`config.mk`:
```
export PLATFORM = sky130hd
export DESIGN_NAME = eth_multi_ch_traffic_tester
export DESIGN_NICKNAME = d
export VERILOG_FILES = /design/src/rtl/eth_multi_ch_traffic_tester.sv
export SDC_FILE = /design/constraint.sdc
export NUM_CORES = 2
export LEC_CHECK = 0
export BUFFER_PORTS_ARGS = -buffer_cell sky130_fd_sc_hd__buf_2
export CORE_MARGIN = 4
export CORE_UTILIZATION = 55
export CTS_CLUSTER_SIZE = 24
export DETAILED_ROUTE_END_ITERATION = 10
export PLACE_DENSITY = 0.76
export SYNTH_ARGS = -nofsm -noshare
export SYNTH_HDL_FRONTEND = slang
export SYNTH_SLANG_ARGS = --single-unit
export TNS_END_PERCENT = 50
```
`constraint.sdc`:
```
create_clock -name i_clk -period 28.3 [get_ports i_clk]
set_input_delay 2.83 -clock i_clk [delete_from_list [all_inputs] [get_ports i_clk]]
set_output_delay 2.83 -clock i_clk [all_outputs]
set_load 0.01 [all_outputs]
```
`src/rtl/eth_multi_ch_traffic_tester.sv`:
```
// eth_multi_ch_traffic_tester
// N-channel AXI-Stream frame generator and loopback checker. Each channel sends
// sequence-numbered frames whose length sweeps MIN..MAX, and checks the looped-back
// stream for data, keep, length, tuser and sequence errors.
module eth_multi_ch_traffic_tester #(
  parameter int          P_CHANNEL_NUM = 2,
  parameter logic [14:0] P_MIN_LENGTH  = 15'd64,
  parameter logic [14:0] P_MAX_LENGTH  = 15'd9600,
  parameter logic [14:0] P_LEN_STEP    = 15'd1,
  parameter logic [7:0]  P_IFG         = 8'd12
) (
  input  logic                         i_clk,
  input  logic                         i_rst,
  input  logic [P_CHANNEL_NUM-1:0]     i_enable,
  output logic [P_CHANNEL_NUM*64-1:0]  o_tx_axis_tdata,
  output logic [P_CHANNEL_NUM*8-1:0]   o_tx_axis_tkeep,
  output logic [P_CHANNEL_NUM-1:0]     o_tx_axis_tvalid,
  output logic [P_CHANNEL_NUM-1:0]     o_tx_axis_tlast,
  input  logic [P_CHANNEL_NUM-1:0]     i_tx_axis_tready,
  input  logic [P_CHANNEL_NUM*64-1:0]  i_rx_axis_tdata,
  input  logic [P_CHANNEL_NUM*8-1:0]   i_rx_axis_tkeep,
  input  logic [P_CHANNEL_NUM-1:0]     i_rx_axis_tvalid,
  input  logic [P_CHANNEL_NUM-1:0]     i_rx_axis_tlast,
  input  logic [P_CHANNEL_NUM-1:0]     i_rx_axis_tuser,
  output logic [P_CHANNEL_NUM*32-1:0]  o_tx_frame_cnt,
  output logic [P_CHANNEL_NUM*32-1:0]  o_rx_frame_cnt,
  output logic [P_CHANNEL_NUM*16-1:0]  o_err_cnt,
  output logic [P_CHANNEL_NUM*16-1:0]  o_seq_err_cnt,
  output logic [P_CHANNEL_NUM-1:0]     o_pass
);

  typedef enum logic [1:0] {ST_IDLE, ST_SEND, ST_GAP} tx_state_t;

  // Length of the frame following one of length len, wrapping to the minimum.
  function automatic logic [14:0] next_len(input logic [14:0] len);
    logic [15:0] sum;
    sum = {1'b0, len} + {1'b0, P_LEN_STEP};
    if (sum > {1'b0, P_MAX_LENGTH}) next_len = P_MIN_LENGTH;
    else next_len = sum[14:0];
  endfunction

  // Index of the final beat of a len-byte frame, i.e. ceil(len/8)-1.
  function automatic logic [15:0] last_beat_idx(input logic [14:0] len);
    logic [15:0] beats;
    beats = ({1'b0, len} + 16'd7) >> 3;
    last_beat_idx = beats - 16'd1;
  endfunction

  // Byte enables of the final beat of a len-byte frame.
  function automatic logic [7:0] last_keep(input logic [14:0] len);
    if (len[2:0] == 3'd0) last_keep = 8'hFF;
    else last_keep = 8'hFF >> (4'd8 - {1'b0, len[2:0]});
  endfunction

  function automatic logic [31:0] sat_inc32(input logic [31:0] v);
    sat_inc32 = (&v) ? v : v + 32'd1;
  endfunction

  function automatic logic [15:0] sat_inc16(input logic [15:0] v);
    sat_inc16 = (&v) ? v : v + 16'd1;
  endfunction

  for (genvar c = 0; c < P_CHANNEL_NUM; c++) begin : g_ch
    tx_state_t   tx_state;
    logic        tx_valid;
    logic [15:0] tx_seq;
    logic [15:0] tx_beat;
    logic [14:0] tx_len;
    logic [7:0]  gap_cnt;
    logic [31:0] tx_cnt;
    logic        tx_last;

    logic [63:0] rx_data;
    logic [7:0]  rx_keep;
    logic        rx_valid;
    logic        rx_last;
    logic        rx_user;
    logic        rx_in_frame;
    logic        rx_seen;
    logic [15:0] rx_seq;
    logic [15:0] rx_beat;
    logic [15:0] rx_exp_seq;
    logic [14:0] rx_exp_len;
    logic        rx_frame_err;
    logic [31:0] rx_cnt;
    logic [15:0] err_cnt;
    logic [15:0] seq_err_cnt;
    logic        pass;
    logic [15:0] cur_seq;
    logic [15:0] cur_beat;
    logic        beat_bad;
    logic        seq_bad;

    assign tx_last = (tx_beat == last_beat_idx(tx_len));

    // TX generator: IDLE waits for enable, SEND streams one frame, GAP inserts the IFG.
    always_ff @(posedge i_clk or posedge i_rst) begin
      if (i_rst) begin
        tx_state <= ST_IDLE;
        tx_valid <= 1'b0;
        tx_seq   <= 16'd0;
        tx_beat  <= 16'd0;
        tx_len   <= P_MIN_LENGTH;
        gap_cnt  <= 8'd0;
        tx_cnt   <= 32'd0;
      end else begin
        case (tx_state)
          ST_IDLE: begin
            if (i_enable[c]) begin
              tx_state <= ST_SEND;
              tx_valid <= 1'b1;
            end
          end
          ST_SEND: begin
            if (i_tx_axis_tready[c]) begin
              if (tx_last) begin
                tx_cnt  <= sat_inc32(tx_cnt);
                tx_seq  <= tx_seq + 16'd1;
                tx_len  <= next_len(tx_len);
                tx_beat <= 16'd0;
                gap_cnt <= 8'd0;
                if (P_IFG != 8'd0) begin
                  tx_state <= ST_GAP;
                  tx_valid <= 1'b0;
                end else if (i_enable[c]) begin
                  tx_state <= ST_SEND;
                  tx_valid <= 1'b1;
                end else begin
                  tx_state <= ST_IDLE;
                  tx_valid <= 1'b0;
                end
              end else begin
                tx_beat <= tx_beat + 16'd1;
              end
            end
          end
          ST_GAP: begin
            if (gap_cnt == P_IFG - 8'd1) begin
              gap_cnt <= 8'd0;
              if (i_enable[c]) begin
                tx_state <= ST_SEND;
                tx_valid <= 1'b1;
              end else begin
                tx_state <= ST_IDLE;
              end
            end else begin
              gap_cnt <= gap_cnt + 8'd1;
            end
          end
          default: begin
            tx_state <= ST_IDLE;
            tx_valid <= 1'b0;
          end
        endcase
      end
    end

    assign o_tx_axis_tvalid[c]       = tx_valid;
    assign o_tx_axis_tdata[c*64+:64] = tx_valid ? {tx_seq, tx_beat, ~tx_seq, ~tx_beat} : 64'd0;
    assign o_tx_axis_tkeep[c*8+:8]   = tx_valid ? (tx_last ? last_keep(tx_len) : 8'hFF) : 8'h00;
    assign o_tx_axis_tlast[c]        = tx_valid & tx_last;
    assign o_tx_frame_cnt[c*32+:32]  = tx_cnt;

    assign rx_data  = i_rx_axis_tdata[c*64+:64];
    assign rx_keep  = i_rx_axis_tkeep[c*8+:8];
    assign rx_valid = i_rx_axis_tvalid[c];
    assign rx_last  = i_rx_axis_tlast[c];
    assign rx_user  = i_rx_axis_tuser[c];

    // Per-beat check: the first beat supplies its own sequence number, later beats use the stored one.
    always_comb begin
      cur_seq  = rx_in_frame ? rx_seq : rx_data[63:48];
      cur_beat = rx_in_frame ? rx_beat : 16'd0;
      beat_bad = (rx_data != {cur_seq, cur_beat, ~cur_seq, ~cur_beat});
      if (rx_last) begin
        beat_bad = beat_bad | (cur_beat != last_beat_idx(rx_exp_len))
                            | (rx_keep != last_keep(rx_exp_len)) | rx_user;
      end else begin
        beat_bad = beat_bad | (rx_keep != 8'hFF);
      end
      seq_bad = !rx_in_frame && rx_seen && (rx_data[63:48] != rx_exp_seq);
    end

    // RX checker state, error accumulation and saturating counters.
    always_ff @(posedge i_clk or posedge i_rst) begin
      if (i_rst) begin
        rx_in_frame  <= 1'b0;
        rx_seen      <= 1'b0;
        rx_seq       <= 16'd0;
        rx_beat      <= 16'd0;
        rx_exp_seq   <= 16'd0;
        rx_exp_len   <= P_MIN_LENGTH;
        rx_frame_err <= 1'b0;
        rx_cnt       <= 32'd0;
        err_cnt      <= 16'd0;
        seq_err_cnt  <= 16'd0;
        pass         <= 1'b0;
      end else begin
        if (rx_valid) begin
          if (!rx_in_frame) begin
            rx_seq     <= rx_data[63:48];
            rx_exp_seq <= rx_data[63:48] + 16'd1;
            rx_seen    <= 1'b1;
            if (seq_bad) seq_err_cnt <= sat_inc16(seq_err_cnt);
          end
          if (rx_last) begin
            rx_in_frame  <= 1'b0;
            rx_beat      <= 16'd0;
            rx_frame_err <= 1'b0;
            rx_cnt       <= sat_inc32(rx_cnt);
            rx_exp_len   <= next_len(rx_exp_len);
            if (rx_frame_err || beat_bad) err_cnt <= sat_inc16(err_cnt);
          end else begin
            rx_in_frame  <= 1'b1;
            rx_beat      <= cur_beat + 16'd1;
            rx_frame_err <= rx_frame_err | beat_bad;
          end
        end
        pass <= (rx_cnt != 32'd0) && (err_cnt == 16'd0) && (seq_err_cnt == 16'd0);
      end
    end

    assign o_rx_frame_cnt[c*32+:32] = rx_cnt;
    assign o_err_cnt[c*16+:16]      = err_cnt;
    assign o_seq_err_cnt[c*16+:16]  = seq_err_cnt;
    assign o_pass[c]                = pass;
  end

endmodule

```
# Word level (Yosys, flattened, before mapping)
# Index checks and enable logic that the tools add are counted.
dict set report word_totals {
  register_bits 442
  latch_bits 0
  ramBits 0
  rom_bits 0
  input_bits 156
  output_inout_bits 342
  elab_cells 250
  mem_count 0
}
dict set report classes {
  n_addsub 34
  mul 0
  div_mod_pow 0
  magnitude_cmp 4
  eq_ne 26
  n_shift 4
  mux 60
  bitwise_logic 30
  reduce_logical 56
}
# op n
set ops {}
lappend ops {{adder 16 x 1 -> 16 bit (second input constant)} 12}
lappend ops {{adder 32 x 1 -> 32 bit (second input constant)} 4}
lappend ops {{two-way mux 16 bit} 8}
lappend ops {{two-way mux 64 bit} 2}
lappend ops {{two-way mux 8 bit} 16}
lappend ops {{!= test 64 bit} 2}
lappend ops {{NOT 16 bit} 8}
lappend ops {{AND reduction 32 bit} 4}
lappend ops {{adder 15 x 1 -> 16 bit (second input constant)} 4}
lappend ops {{adder 15 x 3 -> 16 bit (second input constant)} 4}
lappend ops {{> comparator 16 x 14 -> 1 bit (second input constant)} 4}
lappend ops {{logical NOT 16 bit} 4}
lappend ops {{!= test 16 bit} 4}
lappend ops {{AND reduction 16 bit} 4}
lappend ops {{nonzero test 32 bit} 2}
lappend ops {{two-way mux 15 bit} 4}
lappend ops {{subtractor 13 x 1 -> 14 bit (second input constant)} 4}
lappend ops {{equality test 16 bit} 2}
lappend ops {{case mux 8 bit (2 select lines)} 2}
lappend ops {{AND reduction 4 bit} 8}
lappend ops {{right shift 8 x 4 -> 8 bit (first input constant)} 4}
lappend ops {{AND reduction 3 bit} 8}
lappend ops {{adder 8 x 1 -> 8 bit (second input constant)} 2}
lappend ops {{equality test 8 x 4 -> 1 bit (second input constant)} 2}
lappend ops {{20 further kinds} 96}

# Longest topological paths before layout
dict set report logic_depth {
  depth_word 10
  ltp_mapped 20
  mapped_depth_nobuf 16
}

# Least setup slack after synthesis
# No wires, ideal clock.
dict set report synth_path {
  kind {flip-flop to output port}
  startpoint {reg g_ch[1].tx_len[1]}
  endpoint {out o_tx_axis_tlast[1]}
  arrival_time_ns 3.708
  t_required_ns 25.470
  slack_ns 21.762
  path_stages_with_launch 14
  path_buffers 2
  path_cell_list {dfrtp_1 clkbuf_1 inv_1 ha_1 nand2b_1 nor3b_1 xnor2_1 nand4_1 or3_1 a221o_1 a2111oi_4 and3_1 clkbuf_1 and2_1}
}
dict set report synth_via {
  elab_chain_cells 4
}
# element line_no
set synth_rtl {}
lappend synth_rtl {{from (decl)} 68} ;# logic [14:0] tx_len;
lappend synth_rtl {{from (signal assigned)} 119} ;# tx_len <= next_len(tx_len);
lappend synth_rtl {{adder 15 x 3 -> 16 bit} 45} ;# beats = ({1'b0, len} + 16'd7) >> 3;
lappend synth_rtl {{subtractor 13 x 1 -> 14 bit} 46} ;# last_beat_idx = beats - 16'd1;
lappend synth_rtl {{equality test 16 bit} 94} ;# assign tx_last = (tx_beat == last_beat_idx(tx_len));
lappend synth_rtl {{bitwise AND 1 bit} 161} ;# assign o_tx_axis_tlast[c] = tx_valid & tx_last;
lappend synth_rtl {{to (decl)} 18} ;# output logic [P_CHANNEL_NUM-1:0] o_tx_axis_tlast,
# No other way between the ends.

# Worst setup path in the final report
dict set report layout_path {
  startpoint {reg g_ch[1].tx_len[1]}
  endpoint {out o_tx_axis_tkeep[9]}
}
dict set report layout_via {
  elab_chain_cells 5
  elab_cells_between_ends 9
  cone_classes {add/sub: 3; eq/ne: 1; shift: 1; mux: 3; reduce/logical: 1}
}
# element line_no
set layout_rtl {}
lappend layout_rtl {{adder 15 x 3 -> 16 bit / subtractor 4 x 3 -> 4 bit (equally long branches)} {45, 52}}
lappend layout_rtl {{subtractor 13 x 1 -> 14 bit / right shift 8 x 4 -> 8 bit (equally long branches)} {46, 52}}
lappend layout_rtl {{equality test 16 bit / two-way mux 8 bit (equally long branches)} {94, 51}}
lappend layout_rtl {{two-way mux 8 bit * (2 in a row)} 160} ;# assign o_tx_axis_tkeep[c*8+:8] = tx_valid ? (tx_last ? last_keep(tx_len) : 8'hFF) : 8'h00;
lappend layout_rtl {{to (decl)} 16} ;# output logic [P_CHANNEL_NUM*8-1:0] o_tx_axis_tkeep,
# Mark *: on every way between the ends. The rest lies on a longest branch, timed or not.

==> impl_results.md <==
- Outcome: completed
- Clk_skew: 0.02505 ns
- Hold Crit Class: register to register
- Cell internal pwr: around 1.3 mW
- Sequential power share: 40.5%
- RSZ-0062 raised after global routing: false
- P per Cell Area: 55.25 nW/µm²
- Pre-antenna DRT Iters: 9
- Die Wd: 244.2 µm
- Initial antenna violation count: 2
- Fmax: between 0.1 and 0.15 GHz
- Grt total ovfl: 0
- Lkg Pwr: 16.08 nW
- Post-synth cell types: ~110
- Final max-slew violation count: 0
- Post-route ant nets: 0
- CTS tree: built
- Initial Util: 55.59%
- Register area share after synthesis: 36.06%
- Endpoints failing hold: 0
- Dpl cells: 4663
- Post-route DRC: 0
- Total Routing Usage GR: between 20 and 30%
- CP delay by family, top: simple AND/OR/NAND/NOR gates
- Io pins: roughly 500
- Sw power: 642.1 µW
- Final setup fails: 0
- Core Footprint: 55200 µm²
- Critical path required time: between 20 and 30 ns
- Layout cells sized above 1: 17.61%
- Layout net count: 4178
- Post-CTS setup buffers: 0
- Number of global-route vias before repair: ~27000
- Dpl hpwl: 65610 µm
- Final wirelength: approximately 90000 µm
- Num CTS Buffers: 52
- Ys flop type: dfrtp_1
- Post-route minimum period: 8.327 ns
- Max clock buf depth: 3
- Max VDD drop: ~56 µV
- Die area: 59630 µm²
- Placement Cell Area: 33390 µm²
- Routability-driven placement congestion ratio: 0.9834
- Buffers and inverters on the worst path: 2
- Finished Layout Cells: 4760
- Largest net degree at the start of global routing: 103
- Most frequent CP cell: nand2b_1
- Critical-path cell list: inv_1 -> ha_1 -> nand2b_1 -> nor3b_1 -> xnor2_1 -> nand4_1 -> or3_1 -> a221o_1 -> a2111oi_4 -> and3_1 -> nand2b_1 -> o31a_1 -> buf_2
- Fin Hold WS: 0.4746 ns
- Row count: 86
- Worst Path Arrival: 5.50 ns
- Flops & latches, synth: 442
- Final Power: between 1.5 and 2 mW
- Worst setup SP type: register
- Post-route setup TNS: 0 ns
- Clock Tree Root: clkbuf_16
- Max-cap violations: 0
- FF-to-FF Start: g_ch[1].tx_len[1]
- Htree depth: 2
- Area Growth Syn to Fin: 14.70%
- Switch share: 33.02%
- Via count: 28410
- Slew headroom: roughly 22%
- Hold Path Cell Cnt: 1
- Hold path endpoint: g_ch[1].rx_seen
- Cell depth of the worst flop-to-flop path: 12
- Input/output buffers: 497
- Cell Area, Synth: 30680 µm²
- Via-to-Cell Ratio: 5.969
- Clock-pin slew on the worst setup and hold paths: 0.06 ns
- CTS resizes: 0
- R2R setup slack: between 20 and 25 ns
- CP max-delay cell: dfrtp_1
- Syn. warnings: 0
- Synthesized instance count: 3620
- Crit-path max FO: 15
- Finished Cell Area: 35200 µm²
- Number of flops mapped to enable cells by yosys: 0
- CTS Hold Bufs: 0
- Worst R2R End: g_ch[1].tx_cnt[1]
- Worst slew pin tran: 1.165 ns
- Avg WL per Cell: 18.83 µm
- HP Start: g_ch[1].rx_seen
- Clock share of power: 36.4%
- Die Span Y: 244.2 µm
- Mapped Avg Cell Area: approximately 8.5 µm²
- Clk Latency, worst-skew pair: 0.60 ns
- Crit. End Element: output pin
- Clock Sinks: 442
- First-pass GRT wire length: 145500 µm
- Asr flop ratio synth: 100.0%
- Tcrit/Tclk final: 29.42%
- DRT iter0 DRCs: 2241
- CP Class: register to output pin
- Fillers: approximately 4900
- Max incr delay on CP: 0.63 ns
- Combinational Power Share: 23.1%
- Syn nets: 3829
==> final cells by class <==
cell class | count | area, µm² | share of cell area (%)
Multi-Input combinational cell | 2815 | 18210 | 51.74
Sequential cell | 442 | 11070 | 31.45
Timing Repair Buffer | 517 | 2638 | 7.494
Clock buffer | 72 | 1498 | 4.255
Tap cell | 748 | 935.9 | 2.659
Inverter | 141 | 536.8 | 1.525
Clock inverter | 23 | 304.0 | 0.8638
Antenna cell | 2 | 5.005 | 0.01422
==> synth_stat cells (all sizes together), types with 12 or more instances <==
| library cell | instances | share of area (%) |
|---|---|---|
| a2111oi | 13 | 0.51 |
| or2 | 16 | 0.33 |
| o21ai | 181 | 3.0 |
| a211oi | 16 | 0.42 |
| o2111ai | 15 | 0.43 |
| nor4 | 115 | 2.9 |
| a21oi | 107 | 1.7 |
| mux2 | 23 | 0.84 |
| or3 | 25 | 0.51 |
| nor2b | 72 | 1.5 |
| o31ai | 33 | 0.81 |
| nor4b | 19 | 0.54 |
| dfrtp | 438 | 36 |
| a31oi | 30 | 0.61 |
| nand3b | 12 | 0.29 |
| nand2 | 360 | 4.4 |
| mux2i | 27 | 0.88 |
| nand3 | 187 | 3.1 |
| xor2 | 225 | 6.4 |
| nand2b | 46 | 0.94 |
| a22oi | 12 | 0.29 |
| a21o | 12 | 0.29 |
| inv | 139 | 1.7 |
| o21a | 23 | 0.56 |
| nor3b | 17 | 0.42 |
| xnor2 | 230 | 6.6 |
| and3 | 71 | 1.4 |
| and4 | 24 | 0.69 |
| o211ai | 15 | 0.37 |
| buf | 60 | 0.97 |
| nor3 | 114 | 1.9 |
| or4 | 18 | 0.45 |
| clkbuf | 162 | 2.0 |
| nand4 | 115 | 2.4 |
| ha | 53 | 2.2 |
| o22ai | 57 | 1.2 |
| and2 | 102 | 2.1 |
| nor2 | 271 | 3.3 |
==> cells in the final DEF, fill, tap and decap left out, drive strengths merged, types with 102 or more instances in the layout <==
cell type  instances
buf              517
dfrtp            438
nand2            360
nor2             271
xnor2            230
xor2             225
nand3            187
o21ai            181
inv              143
nand4            115
nor4             115
nor3             114
a21oi            107
and2             102
==> sequential cells by signal (all words and copies together), names as in the netlist <==
name	flops
g_ch.rx_cnt	64
g_ch.tx_cnt	64
g_ch.err_cnt	32
g_ch.rx_beat	32
g_ch.rx_exp_seq	32
g_ch.rx_seq	32
g_ch.seq_err_cnt	32
g_ch.tx_beat	32
g_ch.tx_seq	32
g_ch.rx_exp_len	30
g_ch.tx_len	30
g_ch.gap_cnt	16
g_ch.tx_state	4
g_ch.pass	2
g_ch.rx_frame_err	2
g_ch.rx_in_frame	2
g_ch.rx_seen	2
g_ch.tx_valid	2
==> layer usage <==
metal	global-route usage, %	part of all wire, %	vias up
met5	0	0	-
met4	10.35	3.4	0
met3	5.066	7.3	196
met2	48.08	47	1005
met1	39.15	42	13610
li1	-	-	13600
==> power groups by stage <==
stage | Clock [mW] | Sequential (mW) | Combinational [mW]
after global placement | 0 | 0.795 | 0.438
after detailed placement | 0 | 0.796 | 0.446
after global routing | 0.746 | 0.801 | 0.501
after CTS | 0.722 | 0.786 | 0.449
final | 0.707 | 0.788 | 0.449
after floorplan | 0 | 0.767 | 0.313
==> cells by family (layout without fill, tap and decap cells) <==
logic type / Yosys count / count (layout) / synth area share (%)
buffers and inverters: 363 / 753 / 4.673
AND/OR/NAND/NOR: 1607 / 1607 / 27.83
adder cells (fa/ha/maj): 54 / 54 / 2.194
AO/OA/AOI/OAI: 645 / 645 / 14.21
XOR/XNOR: 459 / 459 / 13.31
flip-flops: 442 / 442 / 36.06
multiplexers: 50 / 50 / 1.725
other: 0 / 2 / 0
==> worst register-to-register path: cells and delay by family, from the launching register on <==
kind                       cells  cell delay [ns]
adders and majority gates      1             0.26
DFF                            1             0.63
xor gates and xnor gates       1             0.24
buffers and inverters          1             0.09
muxes                          1             0.38
AOI/OAI and AO/OA              2             0.69
and+or+nand+nor                6             2.83
==> how the worst max path moves through the flow <==
stage                      startpoint            endpoint  slack (ns)  depth (start not counted)
floorplan                       i_rst  g_ch[0].err_cnt[0]       13.16                          1
global placement    g_ch[1].tx_len[1]  o_tx_axis_tkeep[9]       20.85                         13
detailed placement  g_ch[1].tx_len[1]  o_tx_axis_tkeep[9]       20.73                         13
CTS                 g_ch[1].tx_len[1]  o_tx_axis_tkeep[9]       20.05                         13
global route        g_ch[1].tx_len[1]  o_tx_axis_tkeep[9]       19.68                         13
finish              g_ch[1].tx_len[1]  o_tx_axis_tkeep[9]       19.97                         13
==> through the flow <==
| step | utilization [%] | worst slack (ns) |
|---|---|---|
| after CTS | 63.75 | 20.05 |
| final | 63.76 | 19.97 |
| after detailed placement | 60.49 | 20.73 |
| after floorplan | - | 13.16 |
| after global routing | 63.76 | 19.68 |
| after global placement | 60.49 | 20.85 |
Power figures use the tool's default switching activity.
